[src/rtl/mac_tx_framegen_if.sv]
// Logic-side TX byte stream from the frame generator into the RGMII MAC.
// The MAC adds the preamble, SFD and FCS.
interface mac_tx_framegen_if;
  logic [7:0] mac_tx_data;
  logic       mac_tx_valid;
  logic       mac_tx_sof;
  logic       mac_tx_eof;

  modport master (
    output mac_tx_data,
    output mac_tx_valid,
    output mac_tx_sof,
    output mac_tx_eof
  );

  modport slave (
    input mac_tx_data,
    input mac_tx_valid,
    input mac_tx_sof,
    input mac_tx_eof
  );
endinterface

[src/rtl/mac_tx_framegen.sv]
// Test-frame generator: emits DST/SRC/EtherType, a 32-bit sequence number and a
// counting payload on the MAC TX byte stream, with a programmable inter-frame gap.
module mac_tx_framegen #(
  parameter logic [47:0] DST_MAC   = 48'hFFFF_FFFF_FFFF,
  parameter logic [47:0] SRC_MAC   = 48'h0200_0000_0001,
  parameter logic [15:0] ETHERTYPE = 16'h88B5,
  parameter int unsigned MIN_IFG   = 12
) (
  input  logic                     mac_tx_clk,
  input  logic                     areset_n,
  input  logic                     start,
  input  logic                     cont_en,
  input  logic [10:0]              frame_len,
  input  logic [15:0]              ifg_len,
  mac_tx_framegen_if.master        tx,
  output logic                     busy,
  output logic                     frame_done,
  output logic [31:0]              frame_cnt
);

  localparam logic [10:0] LEN_MIN = 11'd60;
  localparam logic [10:0] LEN_MAX = 11'd1514;
  localparam logic [15:0] IFG_MIN = 16'(MIN_IFG);
  localparam logic [10:0] HDR_LEN = 11'd18;

  typedef enum logic [1:0] {
    IDLE  = 2'd0,
    FRAME = 2'd1,
    GAP   = 2'd2
  } state_t;

  state_t      state_q, state_d;
  logic [10:0] byte_cnt_q, byte_cnt_d;
  logic [10:0] len_q, len_d;
  logic [15:0] gap_cnt_q, gap_cnt_d;
  logic [15:0] gap_len_q, gap_len_d;
  logic [31:0] seq_q, seq_d;
  logic [31:0] frame_cnt_q, frame_cnt_d;
  logic [7:0]  data_q, data_d;
  logic        valid_q, valid_d;
  logic        sof_q, sof_d;
  logic        eof_q, eof_d;
  logic        busy_q, busy_d;
  logic        done_q, done_d;
  logic        launch;

  function automatic logic [10:0] clamp_len(input logic [10:0] n);
    logic [10:0] r;
    if (n < LEN_MIN)      r = LEN_MIN;
    else if (n > LEN_MAX) r = LEN_MAX;
    else                  r = n;
    return r;
  endfunction

  function automatic logic [15:0] clamp_ifg(input logic [15:0] n);
    return (n < IFG_MIN) ? IFG_MIN : n;
  endfunction

  // Header bytes come from one 18-byte vector shifted down; beyond it the
  // payload counts up from the low byte of the sequence number.
  function automatic logic [7:0] frame_byte(input logic [10:0] k, input logic [31:0] seq);
    logic [143:0] hdr;
    logic [143:0] sh;
    logic [7:0]   b;
    hdr = {DST_MAC, SRC_MAC, ETHERTYPE, seq};
    sh  = '0;
    if (k < HDR_LEN) begin
      sh = hdr >> {(11'd17 - k), 3'b000};
      b  = sh[7:0];
    end else begin
      b = seq[7:0] + k[7:0] - 8'd18;
    end
    return b;
  endfunction

  always_comb begin
    state_d     = state_q;
    byte_cnt_d  = byte_cnt_q;
    len_d       = len_q;
    gap_cnt_d   = gap_cnt_q;
    gap_len_d   = gap_len_q;
    seq_d       = seq_q;
    frame_cnt_d = frame_cnt_q;
    data_d      = 8'h00;
    valid_d     = 1'b0;
    sof_d       = 1'b0;
    eof_d       = 1'b0;
    done_d      = 1'b0;
    launch      = 1'b0;

    unique case (state_q)
      IDLE: launch = start | cont_en;

      FRAME: begin
        if (byte_cnt_q == len_q - 11'd1) begin
          state_d     = GAP;
          gap_cnt_d   = 16'd1;
          frame_cnt_d = frame_cnt_q + 32'd1;
          done_d      = 1'b1;
        end else begin
          byte_cnt_d = byte_cnt_q + 11'd1;
          data_d     = frame_byte(byte_cnt_d, seq_q);
          valid_d    = 1'b1;
          eof_d      = (byte_cnt_d == len_q - 11'd1);
        end
      end

      // gap_cnt_q numbers the idle cycle currently on the wire, 1..G
      GAP: begin
        if (gap_cnt_q == gap_len_q) begin
          if (cont_en) launch = 1'b1;
          else         state_d = IDLE;
        end else begin
          gap_cnt_d = gap_cnt_q + 16'd1;
        end
      end

      default: state_d = IDLE;
    endcase

    // Frame parameters are captured here so later input changes only affect the next frame.
    if (launch) begin
      state_d    = FRAME;
      byte_cnt_d = 11'd0;
      len_d      = clamp_len(frame_len);
      gap_len_d  = clamp_ifg(ifg_len);
      seq_d      = frame_cnt_q;
      data_d     = frame_byte(11'd0, frame_cnt_q);
      valid_d    = 1'b1;
      sof_d      = 1'b1;
    end

    busy_d = (state_d != IDLE);
  end

  always_ff @(posedge mac_tx_clk or negedge areset_n) begin
    if (!areset_n) begin
      state_q     <= IDLE;
      byte_cnt_q  <= '0;
      len_q       <= LEN_MIN;
      gap_cnt_q   <= '0;
      gap_len_q   <= IFG_MIN;
      seq_q       <= '0;
      frame_cnt_q <= '0;
      data_q      <= '0;
      valid_q     <= 1'b0;
      sof_q       <= 1'b0;
      eof_q       <= 1'b0;
      busy_q      <= 1'b0;
      done_q      <= 1'b0;
    end else begin
      state_q     <= state_d;
      byte_cnt_q  <= byte_cnt_d;
      len_q       <= len_d;
      gap_cnt_q   <= gap_cnt_d;
      gap_len_q   <= gap_len_d;
      seq_q       <= seq_d;
      frame_cnt_q <= frame_cnt_d;
      data_q      <= data_d;
      valid_q     <= valid_d;
      sof_q       <= sof_d;
      eof_q       <= eof_d;
      busy_q      <= busy_d;
      done_q      <= done_d;
    end
  end

  assign tx.mac_tx_data  = data_q;
  assign tx.mac_tx_valid = valid_q;
  assign tx.mac_tx_sof   = sof_q;
  assign tx.mac_tx_eof   = eof_q;
  assign busy            = busy_q;
  assign frame_done      = done_q;
  assign frame_cnt       = frame_cnt_q;

endmodule

[src/flat_wrapper.sv]
// flat-port wrapper written by rule: the top's interface ports become plain ports
module mac_tx_framegen_flat 
#(
  parameter logic [47:0] DST_MAC   = 48'hFFFF_FFFF_FFFF,
  parameter logic [47:0] SRC_MAC   = 48'h0200_0000_0001,
  parameter logic [15:0] ETHERTYPE = 16'h88B5,
  parameter int unsigned MIN_IFG   = 12
)
  (mac_tx_clk, areset_n, start, cont_en, frame_len, ifg_len, busy, frame_done, frame_cnt, tx_mac_tx_data, tx_mac_tx_valid, tx_mac_tx_sof, tx_mac_tx_eof);
  mac_tx_framegen_if tx_i ();
  input  logic mac_tx_clk;
  input  logic areset_n;
  input  logic start;
  input  logic cont_en;
  input  logic [10:0] frame_len;
  input  logic [15:0] ifg_len;
  output logic busy;
  output logic frame_done;
  output logic [31:0] frame_cnt;
  output wire logic [$bits(tx_i.mac_tx_data)-1:0] tx_mac_tx_data;
  output wire logic [$bits(tx_i.mac_tx_valid)-1:0] tx_mac_tx_valid;
  output wire logic [$bits(tx_i.mac_tx_sof)-1:0] tx_mac_tx_sof;
  output wire logic [$bits(tx_i.mac_tx_eof)-1:0] tx_mac_tx_eof;
  assign tx_mac_tx_data = tx_i.mac_tx_data;
  assign tx_mac_tx_valid = tx_i.mac_tx_valid;
  assign tx_mac_tx_sof = tx_i.mac_tx_sof;
  assign tx_mac_tx_eof = tx_i.mac_tx_eof;
  mac_tx_framegen #(.DST_MAC(DST_MAC), .SRC_MAC(SRC_MAC), .ETHERTYPE(ETHERTYPE), .MIN_IFG(MIN_IFG)) u_core (.mac_tx_clk(mac_tx_clk), .areset_n(areset_n), .start(start), .cont_en(cont_en), .frame_len(frame_len), .ifg_len(ifg_len), .tx(tx_i), .busy(busy), .frame_done(frame_done), .frame_cnt(frame_cnt));
endmodule
[config.mk]
export PLATFORM = sky130hd
export DESIGN_NAME = mac_tx_framegen_flat
export DESIGN_NICKNAME = d
export VERILOG_FILES = /design/src/rtl/mac_tx_framegen_if.sv /design/src/rtl/mac_tx_framegen.sv /design/src/flat_wrapper.sv
export SDC_FILE = /design/constraint.sdc
export NUM_CORES = 1
export LEC_CHECK = 0
export ABC_CLOCK_PERIOD_IN_PS = 9100
export BUFFER_PORTS_ARGS = -buffer_cell sky130_fd_sc_hd__clkbuf_2
export CELL_PAD_IN_SITES_DETAIL_PLACEMENT = 1
export CELL_PAD_IN_SITES_GLOBAL_PLACEMENT = 1
export CORE_ASPECT_RATIO = 0.75
export CORE_MARGIN = 5
export CORE_UTILIZATION = 51
export CTS_CLUSTER_DIAMETER = 50
export DETAILED_ROUTE_END_ITERATION = 10
export GPL_ROUTABILITY_DRIVEN = 0
export HOLD_SLACK_MARGIN = 0.1
export PLACE_DENSITY = 0.85
export SYNTH_ARGS = -nofsm -noshare
export SYNTH_HDL_FRONTEND = slang
export SYNTH_SLANG_ARGS = --single-unit
[constraint.sdc]
create_clock -name mac_tx_clk -period 9.1 [get_ports mac_tx_clk]
set_clock_uncertainty 0.2 [all_clocks]
set_input_delay 0 -clock mac_tx_clk [delete_from_list [all_inputs] [get_ports mac_tx_clk]]
set_output_delay 0 -clock mac_tx_clk [all_outputs]
set_load 0.1 [all_outputs]
# Yosys cells after proc, flatten, opt, wreduce, memory -nomap -nowiden
# Cells that the tools add are included.
dict set report word_totals {
  ff_bits 133
  latch_bits 0
  ram_bits 0
  mem_bits_ro 0
  in_bits 31
  output_inout_bits 45
  wordCells 70
  memories 0
}
dict set report classes {
  add_sub_neg 7
  mul 0
  div 0
  order_cmp 4
  eq_ne 8
  n_shift 1
  mux 29
  bitwise_logic 1
  reduce_logical 7
}
# cell n
set ops {}
lappend ops {{144-bit by 14-bit right shift with 8-bit output} 1}
lappend ops {{11-bit 2-to-1 mux} 5}
lappend ops {{16-bit 2-to-1 mux} 3}
lappend ops {{32-bit by 1-bit adder with 32-bit output, second input constant} 1}
lappend ops {{8-bit 2-to-1 mux} 4}
lappend ops {{16-bit one-hot mux with 2 select lines} 1}
lappend ops {{11-bit equality test} 2}
lappend ops {{16-bit by 1-bit adder with 16-bit output, second input constant} 1}
lappend ops {{16-bit equality test} 1}
lappend ops {{16-bit by 4-bit less-than comparator with 1-bit output, second input constant} 1}
lappend ops {{11-bit by 1-bit adder with 11-bit output, second input constant} 1}
lappend ops {{11-bit > comparator, second input constant} 1}
lappend ops {{11-bit by 5-bit less-than comparator with 1-bit output, second input constant} 1}
lappend ops {{11-bit by 6-bit less-than comparator with 1-bit output, second input constant} 1}
lappend ops {{11-bit by 1-bit subtractor with 11-bit output, second input constant} 1}
lappend ops {{5-bit by 11-bit subtractor with 11-bit output, first input constant} 1}
lappend ops {{1-bit 2-to-1 mux} 10}
lappend ops {{8-bit adder} 1}
lappend ops {{2-bit 2-to-1 mux} 4}
lappend ops {{8-bit by 5-bit subtractor with 8-bit output, second input constant} 1}
lappend ops {{2-bit one-hot mux with 3 select lines} 1}
lappend ops {{2-bit nonzero test} 3}
lappend ops {{2-bit by 1-bit inequality test with 1-bit output, second input constant} 2}
lappend ops {{2-bit AND reduction} 2}
lappend ops {{other kinds (7)} 7}

# Longest topological paths before layout
# Gate-level depths: netlist (run 1).
dict set report depth {
  ltp_word 7
  ltp_mapped 13
  depth_no_buf 12
}

# Worst setup path before layout (run 1)
# Ideal clock, no wire load.
dict set report synth_timing {
  kind {flip-flop to flip-flop}
  startpoint {register u_core.byte_cnt_q[0]}
  endpoint {register u_core.data_q[2], in the netlist u_core.tx.mac_tx_data[2]}
  setup_ps 87
  arrival_ps 3269
  required_time_ps 8813
  slack_ps 5544
  stages_incl_launch_ff 13
  path_buffers 1
  period_less_slack_ps 3556
  path_cell_list {dfrtp_1 -> ha_1 -> buf_1 -> xnor2_1 -> ha_1 -> nand3_1 -> a21oi_1 -> or4_1 -> mux2i_1 -> o32a_1 -> nor4b_4 -> o211ai_1 -> o211ai_1}
}
dict set report synth_via {
  elab_chain_len 7
  word_cells_on_any_way 11
  cone_classes {4 x add/sub; 1 x order compare; 1 x eq/ne; 1 x shift; 4 x mux}
}
# item line_no
set synth_lines {}
lappend synth_lines {{start, declared} mac_tx_framegen.sv:33} ;# logic [10:0] byte_cnt_q, byte_cnt_d;
lappend synth_lines {{start signal, assigned} mac_tx_framegen.sv:153} ;# byte_cnt_q <= byte_cnt_d;
lappend synth_lines {{11-bit by 1-bit adder with 11-bit output} mac_tx_framegen.sv:101} ;# byte_cnt_d = byte_cnt_q + 11'd1;
lappend synth_lines {{5-bit by 11-bit subtractor with 11-bit output or 8-bit adder (tied branches)} {mac_tx_framegen.sv:68, mac_tx_framegen.sv:71}}
lappend synth_lines {{144-bit by 14-bit right shift with 8-bit output or 8-bit by 5-bit subtractor with 8-bit output (tied branches)} {mac_tx_framegen.sv:68, mac_tx_framegen.sv:71}}
lappend synth_lines {{8-bit 2-to-1 mux} mac_tx_framegen.sv:67} ;# if (k < HDR_LEN) begin
lappend synth_lines {{8-bit 2-to-1 mux (*)} mac_tx_framegen.sv:95} ;# if (byte_cnt_q == len_q - 11'd1) begin
lappend synth_lines {{8-bit 2-to-1 mux (*)} mac_tx_framegen.sv:91} ;# unique case (state_q)
lappend synth_lines {{8-bit 2-to-1 mux (*)} mac_tx_framegen.sv:122} ;# if (launch) begin
lappend synth_lines {{named net u_core.data_d[2]} mac_tx_framegen.sv:39} ;# logic [7:0] data_q, data_d;
lappend synth_lines {{end signal, assigned} mac_tx_framegen.sv:159} ;# data_q <= data_d;
lappend synth_lines {{end, declared} mac_tx_framegen.sv:39}
# The timed path passes the listed nets; every way through them passes the cells marked *.
# A chain may end at the register's enable or synchronous reset.

# Final worst setup path (run 1)
dict set report layout_timing {
  startpoint {register u_core.byte_cnt_q[0]}
  endpoint {register u_core.data_q[4], in the netlist u_core.tx.mac_tx_data[4]}
}
# Same word-level chain as after synthesis.

==> results of run 1 <==
-- report_power, final --
group | internal [mW] | total, mW | switching, mW
Sequential | 0.592 | 0.592 | 0
Combinational | 0.0179 | 0.0422 | 0.0243
Clock | 0.405 | 0.689 | 0.284
Total | 1.01 | 1.32 | 0.308
-- cell families (layout without fill, tap and decap cells) --
logic type                 Yosys count  after routing  synth area share (%)
muxes                               57             57                  8.75
DFF                                133            133                  42.2
adders and majority gates           22             22                  3.58
and+or+nand+nor                    237            237                  15.9
buffers and inverters               80            186                  4.12
AOI/OAI and AO/OA                  158            158                  14.0
xor gates and xnor gates           101            101                  11.4
-- critical path, stage by stage, from the launching register on --
cell and delay (ns):
sky130_fd_sc_hd__dfrtp_1 1.05, sky130_fd_sc_hd__ha_1 0.79, sky130_fd_sc_hd__inv_1 0.32, sky130_fd_sc_hd__ha_1 0.38, sky130_fd_sc_hd__nand3_1 0.13, sky130_fd_sc_hd__a21oi_1 0.08, sky130_fd_sc_hd__or4_1 0.64, sky130_fd_sc_hd__mux2i_1 0.16
sky130_fd_sc_hd__o32a_1 0.35, sky130_fd_sc_hd__nor4b_4 0.49, sky130_fd_sc_hd__o211ai_1 0.24, sky130_fd_sc_hd__o211ai_1 0.28
-- worst max-delay path by stage --
| stage | end | slack (ns) | depth (start not counted) |
|---|---|---|---|
| final | u_core.tx.mac_tx_data[4] | 3.86 | 11 |
| after global routing | u_core.tx.mac_tx_data[4] | 3.66 | 11 |
| after CTS | u_core.tx.mac_tx_data[4] | 4.06 | 11 |
| after detailed placement | u_core.tx.mac_tx_data[4] | 4.22 | 11 |
| after global placement | u_core.tx.mac_tx_data[2] | 4.52 | 11 |
| after floorplan | u_core.tx.mac_tx_data[2] | 5.54 | 12 |
-- area by class of cell --
| type | instances | area [sq um] |
|---|---|---|
| repair buffers | 121 | 855 |
| inverters | 34 | 128 |
| flip-flops and latches | 133 | 3340 |
| clock inverters | 13 | 148 |
| multi-input cells | 575 | 4250 |
| fillers | 1661 | 5830 |
| clock buffers | 18 | 429 |
| well taps | 205 | 256 |
-- synthesized netlist by cell type, types with 11 or more instances --
library cell	instances	area share, %
sky130_fd_sc_hd__and3_1	11	0.87
sky130_fd_sc_hd__xnor2_1	80	8.9
sky130_fd_sc_hd__a21oi_1	29	1.8
sky130_fd_sc_hd__ha_1	21	3.3
sky130_fd_sc_hd__dfrtp_1	127	40
sky130_fd_sc_hd__nor3_1	19	1.2
sky130_fd_sc_hd__o21a_1	13	1.2
sky130_fd_sc_hd__xor2_1	20	2.2
sky130_fd_sc_hd__inv_1	34	1.6
sky130_fd_sc_hd__nand4_1	13	1.0
sky130_fd_sc_hd__o21ai_0	32	2.0
sky130_fd_sc_hd__nand2_1	69	3.3
sky130_fd_sc_hd__nor2_1	39	1.9
sky130_fd_sc_hd__buf_2	11	0.70
sky130_fd_sc_hd__clkbuf_1	27	1.3
sky130_fd_sc_hd__nand3_1	30	1.9
sky130_fd_sc_hd__mux2_2	46	6.6
-- layer usage --
layer  GRT usage, %  vias up  part of all wire, %
li1               -     3036                    -
met1           37.6     3514                   39
met2           51.5      355                   50
met3           7.39       91                  7.1
met4           13.1        0                  3.8
met5              0        -                    0
-- what timing repair did --
item / in CTS / in global routing
endpoints found under the setup margin: 0 / 0
endpoints found under the hold margin: 95 / 0
hold buffers: 44 / 0
-- cells in the final DEF, fill, tap and decap left out, drive strengths merged, types with 5 or more instances in the layout --
cell,instances
mux2,46
o31ai,11
clkbuf,92
o21a,13
and4,5
a21oi,29
o21ai,32
nor3,19
xor2,20
nor4,12
dfstp,6
nand2,69
clkinv,6
nand2b,5
a221o,5
and2,6
a31oi,10
a22o,8
or3,6
dfrtp,127
nand4,13
o211ai,6
nor2,40
inv,38
o41ai,8
xnor2,80
dlygate4sd3,43
mux2i,6
nand3,31
mux4,5
and3,11
a21o,5
ha,21
-- per-stage QoR --
| step | util, % | cells |
|---|---|---|
| floorplan | - | 788 |
| global placement | 54.9 | 1024 |
| detailed placement | 54.9 | 1024 |
| CTS | 61.7 | 1099 |
| global route | 61.7 | 1099 |
| finish | 61.7 | 1099 |
-- flip-flops by register name, indices dropped and copies added (netlist names) --
register / count
u_core.tx.mac_tx_sof: 1
u_core.tx.mac_tx_data: 8
u_core.gap_cnt_q: 16
u_core.busy: 1
u_core.frame_done: 1
u_core.state_q: 2
u_core.byte_cnt_q: 11
u_core.frame_cnt: 32
u_core.tx.mac_tx_eof: 1
u_core.seq_q: 32
u_core.len_q: 11
u_core.tx.mac_tx_valid: 1
u_core.gap_len_q: 16
==> run summary, run 1 <==
=======================================================================================
DP HPWL                                                                    16800 microns
CP Launch Type                                                                 register
Cell area after synthesis                                                    7900 sq um
Wire length of the first global-routing pass                               43800 microns
Fraction of registers with async set or reset after synthesis                      100%
Buffers on Ports                                                                     75
Boundary pin count                                                                   76
Floorplan core area                                                         15200 sq um
Relative max-transition margin                                                    25.9%
Total wire length after detailed routing                                   27400 microns
Clock root buffer                                                          sky130_fd_sc_hd__clkbuf_16
Final count of pins violating max slew                                                0
Clock slew at reported path FFs                                                 0.07 ns
Final setup vio count                                                                 0
Final WS setup                                                                  3.86 ns
Max Cap Viol                                                                          0
Count of standard-cell rows                                                          39
Share of synthesized area occupied by flip-flops and latches                      42.2%
Least-Margin Pin Slew                                                           1.11 ns
Unique cell type count in the Yosys netlist                                          74
Number of antenna violations at the first check in global routing                     0
Number of vias per cell after detailed routing                                     6.37
Leak pwr                                                                        4.27 nW
Clock latency on the worst-skew pair                                            0.44 ns
Total number of clock tree sinks                                                    133
Diodes inserted                                                                       0
Cts bufs inserted                                                                    17
Cell area after layout                                                       9400 sq um
Worst hold stages                                                                     3
Floorplan die width                                                         154 microns
Post-layout min period                                                          5.24 ns
NumNets Final                                                                       935
Arrival @ worst endpoint                                                        5.37 ns
Die Height                                                                  118 microns
Initial standard-cell utilization of the core                                     51.9%
Iteration count of the initial detailed-routing pass                                  5
RSZ-0062 raised after global routing                                              false
Crit Reg-Reg Startpoint                                                    u_core.byte_cnt_q[0]
Path type of the worst min-delay path                                            in2reg
Highest fanout seen on the critical path                                             25
Antenna viol nets, final                                                              0
Via count of the routed design                                                     6996
Crit Reg-Reg Endpoint                                                      u_core.tx.mac_tx_data[4]
Layout Area Growth over Synthesis                                                 19.0%
Avg Synthesized Cell Area                                                    10.0 sq um
Fraction of final layout cells sized beyond drive strength 1                      19.6%
Die area                                                                    18100 sq um
Worst Hold End                                                             u_core.gap_len_q[12]
Flops & latches, synth                                                              133
Worst hold margin                                                              0.175 ns
Critical path startpoint                                                   u_core.byte_cnt_q[0]
Resize count post-CTS                                                                 0
Via count of the first global-routing pass                                         7680
Result of the run                                                          finished, final reports clean
Total chip power                                                                1.32 mW
Gate count after technology mapping                                                 788
Peak supply drop                                                               0.129 mV
Period utilisation layout                                                         57.6%
Routed len/inst                                                            24.9 microns
GR Util All Layers                                                                30.6%
Primary flip-flop cell chosen by synthesis mapping                         sky130_fd_sc_hd__dfrtp_1
TritonCTS clock tree                                                                yes
Pre-CTS setup slack                                                             4.22 ns
P per Cell Area                                                             141 nW/um^2
Post-synth net total                                                                841
Placed cell area                                                             8360 sq um
Required time at the endpoint of the critical path                              9.23 ns
CTS H-Tree Depth                                                                      4
Number of synthesis warnings                                                          0
Setup slack of the worst register-to-register path                              3.86 ns
Buffer depth of the longest clock path                                                2
Fin. Hold Viols                                                                       0
Post CTS Setup Buffer Count                                                           0
R2r worst-path depth                                                                 11
Number of enable-type register cells in the synthesized netlist                       0
Pin count of the biggest net entering global routing                                 69
Number of violations reported at the end of detailed-routing iteration 0            583
Critical path endpoint category                                                register
Total congestion overflow                                                             0
Category of the most critical setup path                                        reg2reg
Timing-limited maximum frequency                                                191 MHz
Launch instance of the worst min-delay path                                 ifg_len[12]
Sum of negative setup slack                                                        0 ns
DRC Markers                                                                           0
=======================================================================================
(Power assumes the default switching activity.)
==> run 2, diff against run 1 <==
--- a/config.mk
+++ b/config.mk
@@ -5,18 +5,18 @@
 export SDC_FILE = /design/constraint.sdc
 export NUM_CORES = 1
 export LEC_CHECK = 0
-export ABC_CLOCK_PERIOD_IN_PS = 9100
+export ABC_CLOCK_PERIOD_IN_PS = 4790
 export BUFFER_PORTS_ARGS = -buffer_cell sky130_fd_sc_hd__clkbuf_2
 export CELL_PAD_IN_SITES_DETAIL_PLACEMENT = 1
 export CELL_PAD_IN_SITES_GLOBAL_PLACEMENT = 1
 export CORE_ASPECT_RATIO = 0.75
 export CORE_MARGIN = 5
-export CORE_UTILIZATION = 51
+export CORE_UTILIZATION = 43
 export CTS_CLUSTER_DIAMETER = 50
 export DETAILED_ROUTE_END_ITERATION = 10
 export GPL_ROUTABILITY_DRIVEN = 0
 export HOLD_SLACK_MARGIN = 0.1
-export PLACE_DENSITY = 0.85
+export PLACE_DENSITY = 0.77
 export SYNTH_ARGS = -nofsm -noshare
 export SYNTH_HDL_FRONTEND = slang
 export SYNTH_SLANG_ARGS = --single-unit
==> constraint.sdc (replaced) <==
create_clock -name mac_tx_clk -period 4.79 [get_ports mac_tx_clk]
set_clock_uncertainty 0.2 [all_clocks]
set_input_delay 0 -clock mac_tx_clk [delete_from_list [all_inputs] [get_ports mac_tx_clk]]
set_output_delay 0 -clock mac_tx_clk [all_outputs]
set_load 0.1 [all_outputs]
==> run 2 against run 1 <==
Clock power rose by 92%; first-iteration DRC count down 16%; combinational power rose by 86%; sequential share of layout area decreased by 0.76 points; critical path depth is 1 higher; clock-buffer cell count grew 1; global-route usage is 7.4 points lower; final area up 2.2%; total power increased by 91%; worst hold slack got worse by 0.0027 ns; routed wire length shrank 12%; critical endpoint unchanged; register-to-register slack got worse by 3.1 ns.
==> run summary, run 2 (same netlist as run 1, synthesis figures left out) <==
=======================================================================================
Result of the run                                                          finished, final reports clean
FILL cells                                                                         2017   +21%
Crit Reg-Reg Endpoint                                                      u_core.tx.mac_tx_data[4]
Pin count of the biggest net entering global routing                                 61   -12%
Sum of negative setup slack                                                        0 ns   unchanged
Most common cell after layout, fill and taps aside                         sky130_fd_sc_hd__dfrtp_1
CP Launch Type                                                                 register
Floorplan core area                                                         17900 sq um   +17%
Wire length of the first global-routing pass                               39100 microns   -11%
Period utilisation layout                                                         84.9%   +27 points
Total wire length after detailed routing                                   24000 microns   -12%
Clock latency on the worst-skew pair                                            0.43 ns   about the same
Final count of pins violating max slew                                                0   unchanged
Initial standard-cell utilization of the core                                     44.2%   -7.7 points
Required time at the endpoint of the critical path                              4.92 ns   -4.31 ns
Worst hold stages                                                                     3   unchanged
Highest fanout seen on the critical path                                             14   -44%
Fin. Hold Viols                                                                       0   unchanged
Count of standard-cell rows                                                          42   +7.7%
Relative max-transition margin                                                    48.0%   +22 points
Diodes inserted                                                                       0   unchanged
Die area                                                                    21200 sq um   +17%
Floorplan die width                                                         166 microns   +8.3%
Least-Margin Pin Slew                                                          0.771 ns   -0.340 ns
Via count of the routed design                                                     6631   -5.2%
Buffer depth of the longest clock path                                                2   unchanged
Worst Hold End                                                             u_core.gap_len_q[15]
RSZ-0062 raised after global routing                                              false
Post-layout min period                                                          4.06 ns   -1.17 ns
Commonest non-fill, non-tap cells in the layout                            127 x sky130_fd_sc_hd__dfrtp_1, 80 x sky130_fd_sc_hd__xnor2_1, 74 x sky130_fd_sc_hd__clkbuf_2, 69 x sky130_fd_sc_hd__nand2_1, 54 x sky130_fd_sc_hd__dlygate4sd3_1
Leak pwr                                                                        4.38 nW   +2.4%
Number of vias per cell after detailed routing                                     5.75   -9.7%
R2r worst-path depth                                                                 12   +1
Via count of the first global-routing pass                                         6986   -9.0%
Total chip power                                                                2.53 mW   +91%
Buffers on Ports                                                                     75   unchanged
Total congestion overflow                                                             0   unchanged
Antenna viol nets, final                                                              0   unchanged
Peak supply drop                                                               0.187 mV   +46%
Boundary pin count                                                                   76   unchanged
Arrival @ worst endpoint                                                        4.19 ns   -1.18 ns
Cts bufs inserted                                                                    17   unchanged
Post CTS Setup Buffer Count                                                           0   unchanged
Die Height                                                                  127 microns   +8.1%
Number of violations reported at the end of detailed-routing iteration 0            492   -16%
CTS H-Tree Depth                                                                      4   unchanged
Layout Area Growth over Synthesis                                                 21.6%
Category of the most critical setup path                                        reg2reg
NumNets Final                                                                       952   +1.8%
Number of antenna violations at the first check in global routing                     0   unchanged
Iteration count of the initial detailed-routing pass                                  5   unchanged
Total number of clock tree sinks                                                    133   unchanged
DRC Markers                                                                           0   unchanged
DP HPWL                                                                    15800 microns   -6.0%
Path type of the worst min-delay path                                            in2reg
Placed cell area                                                             8450 sq um   +1.1%
GR Util All Layers                                                                23.2%   -7.4 points
Cell area after layout                                                       9600 sq um   +2.2%
Fraction of final layout cells sized beyond drive strength 1                      20.1%   +0.49 points
Setup slack of the worst register-to-register path                              0.73 ns   -3.14 ns
Clock root buffer                                                          sky130_fd_sc_hd__clkbuf_16
Final design utilization                                                          53.8%   -8.0 points
TritonCTS clock tree                                                                yes
Worst hold margin                                                              0.172 ns   -0.00271 ns
Clock slew at reported path FFs                                                 0.06 ns   about the same
Critical path endpoint category                                                register
Max Cap Viol                                                                          0   unchanged
Routed len/inst                                                            20.8 microns   -16%
Crit Reg-Reg Startpoint                                                    u_core.byte_cnt_q[1]
Final setup vio count                                                                 0   unchanged
Timing-limited maximum frequency                                                246 MHz   +29%
P per Cell Area                                                             263 nW/um^2   +87%
Launch instance of the worst min-delay path                                 ifg_len[15]
=======================================================================================
## run 2: worst max path at each step
stage	to	startpoint
CTS	u_core.tx.mac_tx_data[4]	u_core.byte_cnt_q[1]
detailed placement	u_core.tx.mac_tx_data[4]	u_core.byte_cnt_q[1]
global placement	u_core.tx.mac_tx_data[4]	u_core.byte_cnt_q[1]
floorplan	u_core.tx.mac_tx_data[2]	u_core.byte_cnt_q[0]
global route	u_core.tx.mac_tx_data[4]	u_core.byte_cnt_q[1]
finish	u_core.tx.mac_tx_data[4]	u_core.byte_cnt_q[1]
## run 2: area by class of cell
class,count,area [sq um],share of cell area (%)
tap,242,303,3.15
clock buffer,19,453,4.72
clock inverter,13,136,1.42
sequential,133,3340,34.7
inverter,34,128,1.33
multi-input combinational,575,4250,44.2
timing repair buffer,138,1000,10.4
## run 2: routing by layer
layer	share of wire, %	track usage [%]	wire, microns	vias up
met4	1.7	6.45	410	0
li1	-	-	-	3068
met1	47	32.7	11400	3361
met5	0	0	0	-
met2	46	37.1	11200	165
met3	4.5	4.60	1090	37
## run 2: timing repair
item,4_1_cts,5_1_grt
hold buffers,55,0
endpoints found under the hold margin,125,0
resized for setup,0,0
## run 2: where the power goes
| part | switching (mW) | total (mW) | internal (mW) |
|---|---|---|---|
| Combinational | 0.0445 | 0.0784 | 0.0339 |
| Sequential | 0 | 1.12 | 1.12 |
| Clock | 0.564 | 1.32 | 0.759 |
## run 2: critical path: stages (launching register included)
cell                       delay (ns)
sky130_fd_sc_hd__dfrtp_1         0.52
sky130_fd_sc_hd__ha_1            0.25
sky130_fd_sc_hd__buf_4           0.18
sky130_fd_sc_hd__xnor2_1         0.21
sky130_fd_sc_hd__ha_1            0.31
sky130_fd_sc_hd__nand3_1         0.11
sky130_fd_sc_hd__a21oi_1         0.06
sky130_fd_sc_hd__or4_1           0.62
sky130_fd_sc_hd__mux2i_1         0.16
sky130_fd_sc_hd__o32a_1          0.36
sky130_fd_sc_hd__nor4b_4         0.43
sky130_fd_sc_hd__o211ai_1        0.26
sky130_fd_sc_hd__o211ai_1        0.29
## run 2: through the flow
stage               instances  setup slack (ns)
global route             1154             0.546
global placement         1067              1.04
finish                   1154             0.725
CTS                      1154             0.757
floorplan                 788              1.23
detailed placement       1067             0.884
==> run 3, diff against run 2 <==
--- a/config.mk
+++ b/config.mk
@@ -5,18 +5,18 @@
 export SDC_FILE = /design/constraint.sdc
 export NUM_CORES = 1
 export LEC_CHECK = 0
-export ABC_CLOCK_PERIOD_IN_PS = 4790
+export ABC_CLOCK_PERIOD_IN_PS = 4100
 export BUFFER_PORTS_ARGS = -buffer_cell sky130_fd_sc_hd__clkbuf_2
 export CELL_PAD_IN_SITES_DETAIL_PLACEMENT = 1
 export CELL_PAD_IN_SITES_GLOBAL_PLACEMENT = 1
 export CORE_ASPECT_RATIO = 0.75
 export CORE_MARGIN = 5
-export CORE_UTILIZATION = 43
+export CORE_UTILIZATION = 47
 export CTS_CLUSTER_DIAMETER = 50
 export DETAILED_ROUTE_END_ITERATION = 10
 export GPL_ROUTABILITY_DRIVEN = 0
 export HOLD_SLACK_MARGIN = 0.1
-export PLACE_DENSITY = 0.77
+export PLACE_DENSITY = 0.79
 export SYNTH_ARGS = -nofsm -noshare
 export SYNTH_HDL_FRONTEND = slang
 export SYNTH_SLANG_ARGS = --single-unit
==> constraint.sdc (replaced) <==
create_clock -name mac_tx_clk -period 4.1 [get_ports mac_tx_clk]
set_clock_uncertainty 0.2 [all_clocks]
set_input_delay 0 -clock mac_tx_clk [delete_from_list [all_inputs] [get_ports mac_tx_clk]]
set_output_delay 0 -clock mac_tx_clk [all_outputs]
set_load 0.1 [all_outputs]
==> run 3 against run 2 <==
Via count rose by 2.9%; utilization grew 3.0 points; flip-flop and latch count is the same; cell count fell by 2.8%; clock-buffer cell count down 1; sequential power up 17%; routed wire length increased by 5.5%; global-route usage increased by 3.4 points; critical endpoint is now u_core.tx.mac_tx_data[6]; largest power group unchanged; highest routed layer unchanged.
==> run summary, run 3 (same netlist as run 1, synthesis figures left out) <==
=======================================================================================
Result of the run                                                          finished, final reports clean
Period utilisation layout                                                         94.1%   +9.2 points
Buffer depth of the longest clock path                                                2   unchanged
Total wire length after detailed routing                                   25300 microns   +5.5%
Cell-internal power                                                             2.20 mW   +15%
Commonest non-fill, non-tap cells in the layout                            127 x sky130_fd_sc_hd__dfrtp_1, 80 x sky130_fd_sc_hd__xnor2_1, 74 x sky130_fd_sc_hd__clkbuf_2, 69 x sky130_fd_sc_hd__nand2_1, 46 x sky130_fd_sc_hd__mux2_2
Switching Share                                                                   24.4%   +0.26 points
Count of standard-cell rows                                                          41   -2.4%
TritonCTS clock tree                                                                yes
Final count of pins violating max slew                                                0   unchanged
Worst stage delay on the critical path                                          0.59 ns   -0.03 ns
Total number of clock tree sinks                                                    133   unchanged
Arrival @ worst endpoint                                                        3.96 ns   -0.23 ns
DRC Markers                                                                           0   unchanged
Final setup vio count                                                                 0   unchanged
Worst path top cell family by delay                                        simple AND/OR/NAND/NOR gates
Required time at the endpoint of the critical path                              4.21 ns   -0.71 ns
Wire length of the first global-routing pass                               40800 microns   +4.2%
Least-Margin Pin Slew                                                          0.984 ns   +0.213 ns
Buffers on Ports                                                                     75   unchanged
Routed len/inst                                                            22.6 microns   +8.5%
CTS H-Tree Depth                                                                      4   unchanged
Worst hold margin                                                             0.0615 ns   -0.110 ns
DP Cell Count                                                                      1044   -2.2%
Fin. Hold Viols                                                                       0   unchanged
NumNets Final                                                                       944   -0.84%
Resize count post-CTS                                                                 0   unchanged
Share of total power in sequential cells                                          45.1%   +0.6 points
DP HPWL                                                                    17000 microns   +7.3%
Library cell contributing the largest single delay on the critical path    sky130_fd_sc_hd__nor4_4
Floorplan core area                                                         16700 sq um   -6.7%
Critical path endpoint category                                                register
Clock latency on the worst-skew pair                                            0.44 ns   about the same
R2r worst-path depth                                                                 10   -2
Highest fanout seen on the critical path                                             10   -4
Initial standard-cell utilization of the core                                     47.4%   +3.2 points
Number of antenna violations at the first check in global routing                     3   +3
Die area                                                                    19500 sq um   -7.9%
Clock slew at reported path FFs                                                 0.07 ns   about the same
Relative max-transition margin                                                    34.4%   -14 points
Via count of the routed design                                                     6824   +2.9%
Cts bufs inserted                                                                    17   unchanged
Post-layout min period                                                          3.86 ns   -0.208 ns
GR Util All Layers                                                                26.6%   +3.4 points
Die Height                                                                  122 microns   -4.0%
Clock root buffer                                                          sky130_fd_sc_hd__clkbuf_16
Category of the most critical setup path                                        reg2reg
Number of violations reported at the end of detailed-routing iteration 0            569   +16%
Antenna viol nets, final                                                              0   unchanged
Number of vias per cell after detailed routing                                     6.08   +5.8%
Sum of negative setup slack                                                        0 ns   unchanged
Total congestion overflow                                                             0   unchanged
P per Cell Area                                                             308 nW/um^2   +17%
Final cell count without fillers                                                   1122   -2.8%
Combinational Power Share                                                          2.9%   -0.2 points
Via count of the first global-routing pass                                         7328   +4.9%
Boundary pin count                                                                   76   unchanged
Part of the total power dissipated in the clock network                           52.0%   -0.4 points
Most common cell after layout, fill and taps aside                         sky130_fd_sc_hd__dfrtp_1
Timing-limited maximum frequency                                                259 MHz   +5.4%
Peak supply drop                                                               0.239 mV   +28%
Fraction of final layout cells sized beyond drive strength 1                      20.5%   +0.40 points
Total net switching power                                                      0.709 mW   +17%
Max Cap Viol                                                                          0   unchanged
Levels on crit path                                                                  10   -2
RSZ-0062 raised after global routing                                              false
Floorplan die width                                                         160 microns   -4.1%
Leak pwr                                                                        4.31 nW   -1.6%
Final design utilization                                                          56.7%   +3.0 points
Critical-path cell list                                                    inv_1 > ha_1 > nor3b_1 > xnor2_1 > a221oi_1 > nand4b_1 > nor4_4 > nor2b_1 > a31o_1 > a221o_1
Bufs and invs on worst path                                                           1   unchanged
Iteration count of the initial detailed-routing pass                                  5   unchanged
Path type of the worst min-delay path                                          in2async
CP Launch Type                                                                 register
Pin count of the biggest net entering global routing                                106   +74%
Layout Area Growth over Synthesis                                                 19.8%
=======================================================================================
[run 3: changes by cell type in the layout (fill, tap and decap cells not counted)]
cell,previous run,this run
sky130_fd_sc_hd__buf_12,1,0
sky130_fd_sc_hd__clkinv_2,1,2
sky130_fd_sc_hd__inv_8,2,3
sky130_fd_sc_hd__clkbuf_1,0,1
sky130_fd_sc_hd__clkinvlp_4,0,1
sky130_fd_sc_hd__dlygate4sd3_1,54,43
sky130_fd_sc_hd__buf_4,8,12
sky130_fd_sc_hd__clkinv_4,4,2
sky130_fd_sc_hd__clkbuf_8,2,0
sky130_fd_sc_hd__diode_2,0,3
[run 3: power groups by stage]
stage	combinational, mW	sequential (mW)	clock [mW]
finish	0.0857	1.31	1.51
global route	0.0951	1.31	1.59
CTS	0.0828	1.31	1.53
detailed placement	0.0579	1.34	0
global placement	0.0550	1.34	0
floorplan	0.00732	1.34	0
[run 3: routing by layer]
layer | global-route usage, % | vias up | share of wire [%]
met3 | 6.45 | 46 | 6.4
li1 | - | 3054 | -
met5 | 0 | - | 0
met4 | 7.97 | 0 | 2.0
met2 | 45.9 | 242 | 50
met1 | 33.6 | 3482 | 42
[run 3: area by class of cell]
class / count / area, sq um
Fill cell: 1823 / 7210
Multi-Input combinational cell: 575 / 4250
Sequential cell: 133 / 3340
Timing Repair Buffer: 130 / 902
Clock buffer: 18 / 429
Tap cell: 215 / 269
Clock inverter: 14 / 143
Inverter: 34 / 128
Antenna cell: 3 / 7.51
[run 3: worst paths after layout]
path,start,to,slack [ns]
setup / recovery,u_core.len_q[0],u_core.tx.mac_tx_data[6],0.24
hold / removal,areset_n,u_core.len_q[8],0.06
setup reg to reg,u_core.len_q[0],u_core.tx.mac_tx_data[6],0.24
hold reg to reg,u_core.gap_len_q[1],u_core.gap_len_q[1],0.30
max in group asynchronous,areset_n,u_core.byte_cnt_q[9],2.64
min in group mac_tx_clk,start,u_core.len_q[0],0.15
[run 3: stage by stage]
stage,power [mW],setup slack (ns),cell area (sq um)
finish,2.91,0.243,9460
global route,3.00,0.144,9460
CTS,2.93,0.362,9450
detailed placement,1.39,0.378,8450
global placement,1.39,0.664,8450
floorplan,1.34,0.544,7900
[run 3: timing repair]
item / in CTS / in global routing
setup buffers: 0 / 0
hold buffers: 43 / 0
endpoints found under the setup margin: 0 / 0
hold endpoints to repair: 135 / 0
[run 3: worst reg2reg max path: stages, from the launching register on]
cell,delay (ns)
sky130_fd_sc_hd__dfrtp_1,0.43
sky130_fd_sc_hd__inv_1,0.11
sky130_fd_sc_hd__ha_1,0.26
sky130_fd_sc_hd__nor3b_1,0.50
sky130_fd_sc_hd__xnor2_1,0.20
sky130_fd_sc_hd__a221oi_1,0.29
sky130_fd_sc_hd__nand4b_1,0.21
sky130_fd_sc_hd__nor4_4,0.59
sky130_fd_sc_hd__nor2b_1,0.28
sky130_fd_sc_hd__a31o_1,0.34
sky130_fd_sc_hd__a221o_1,0.30
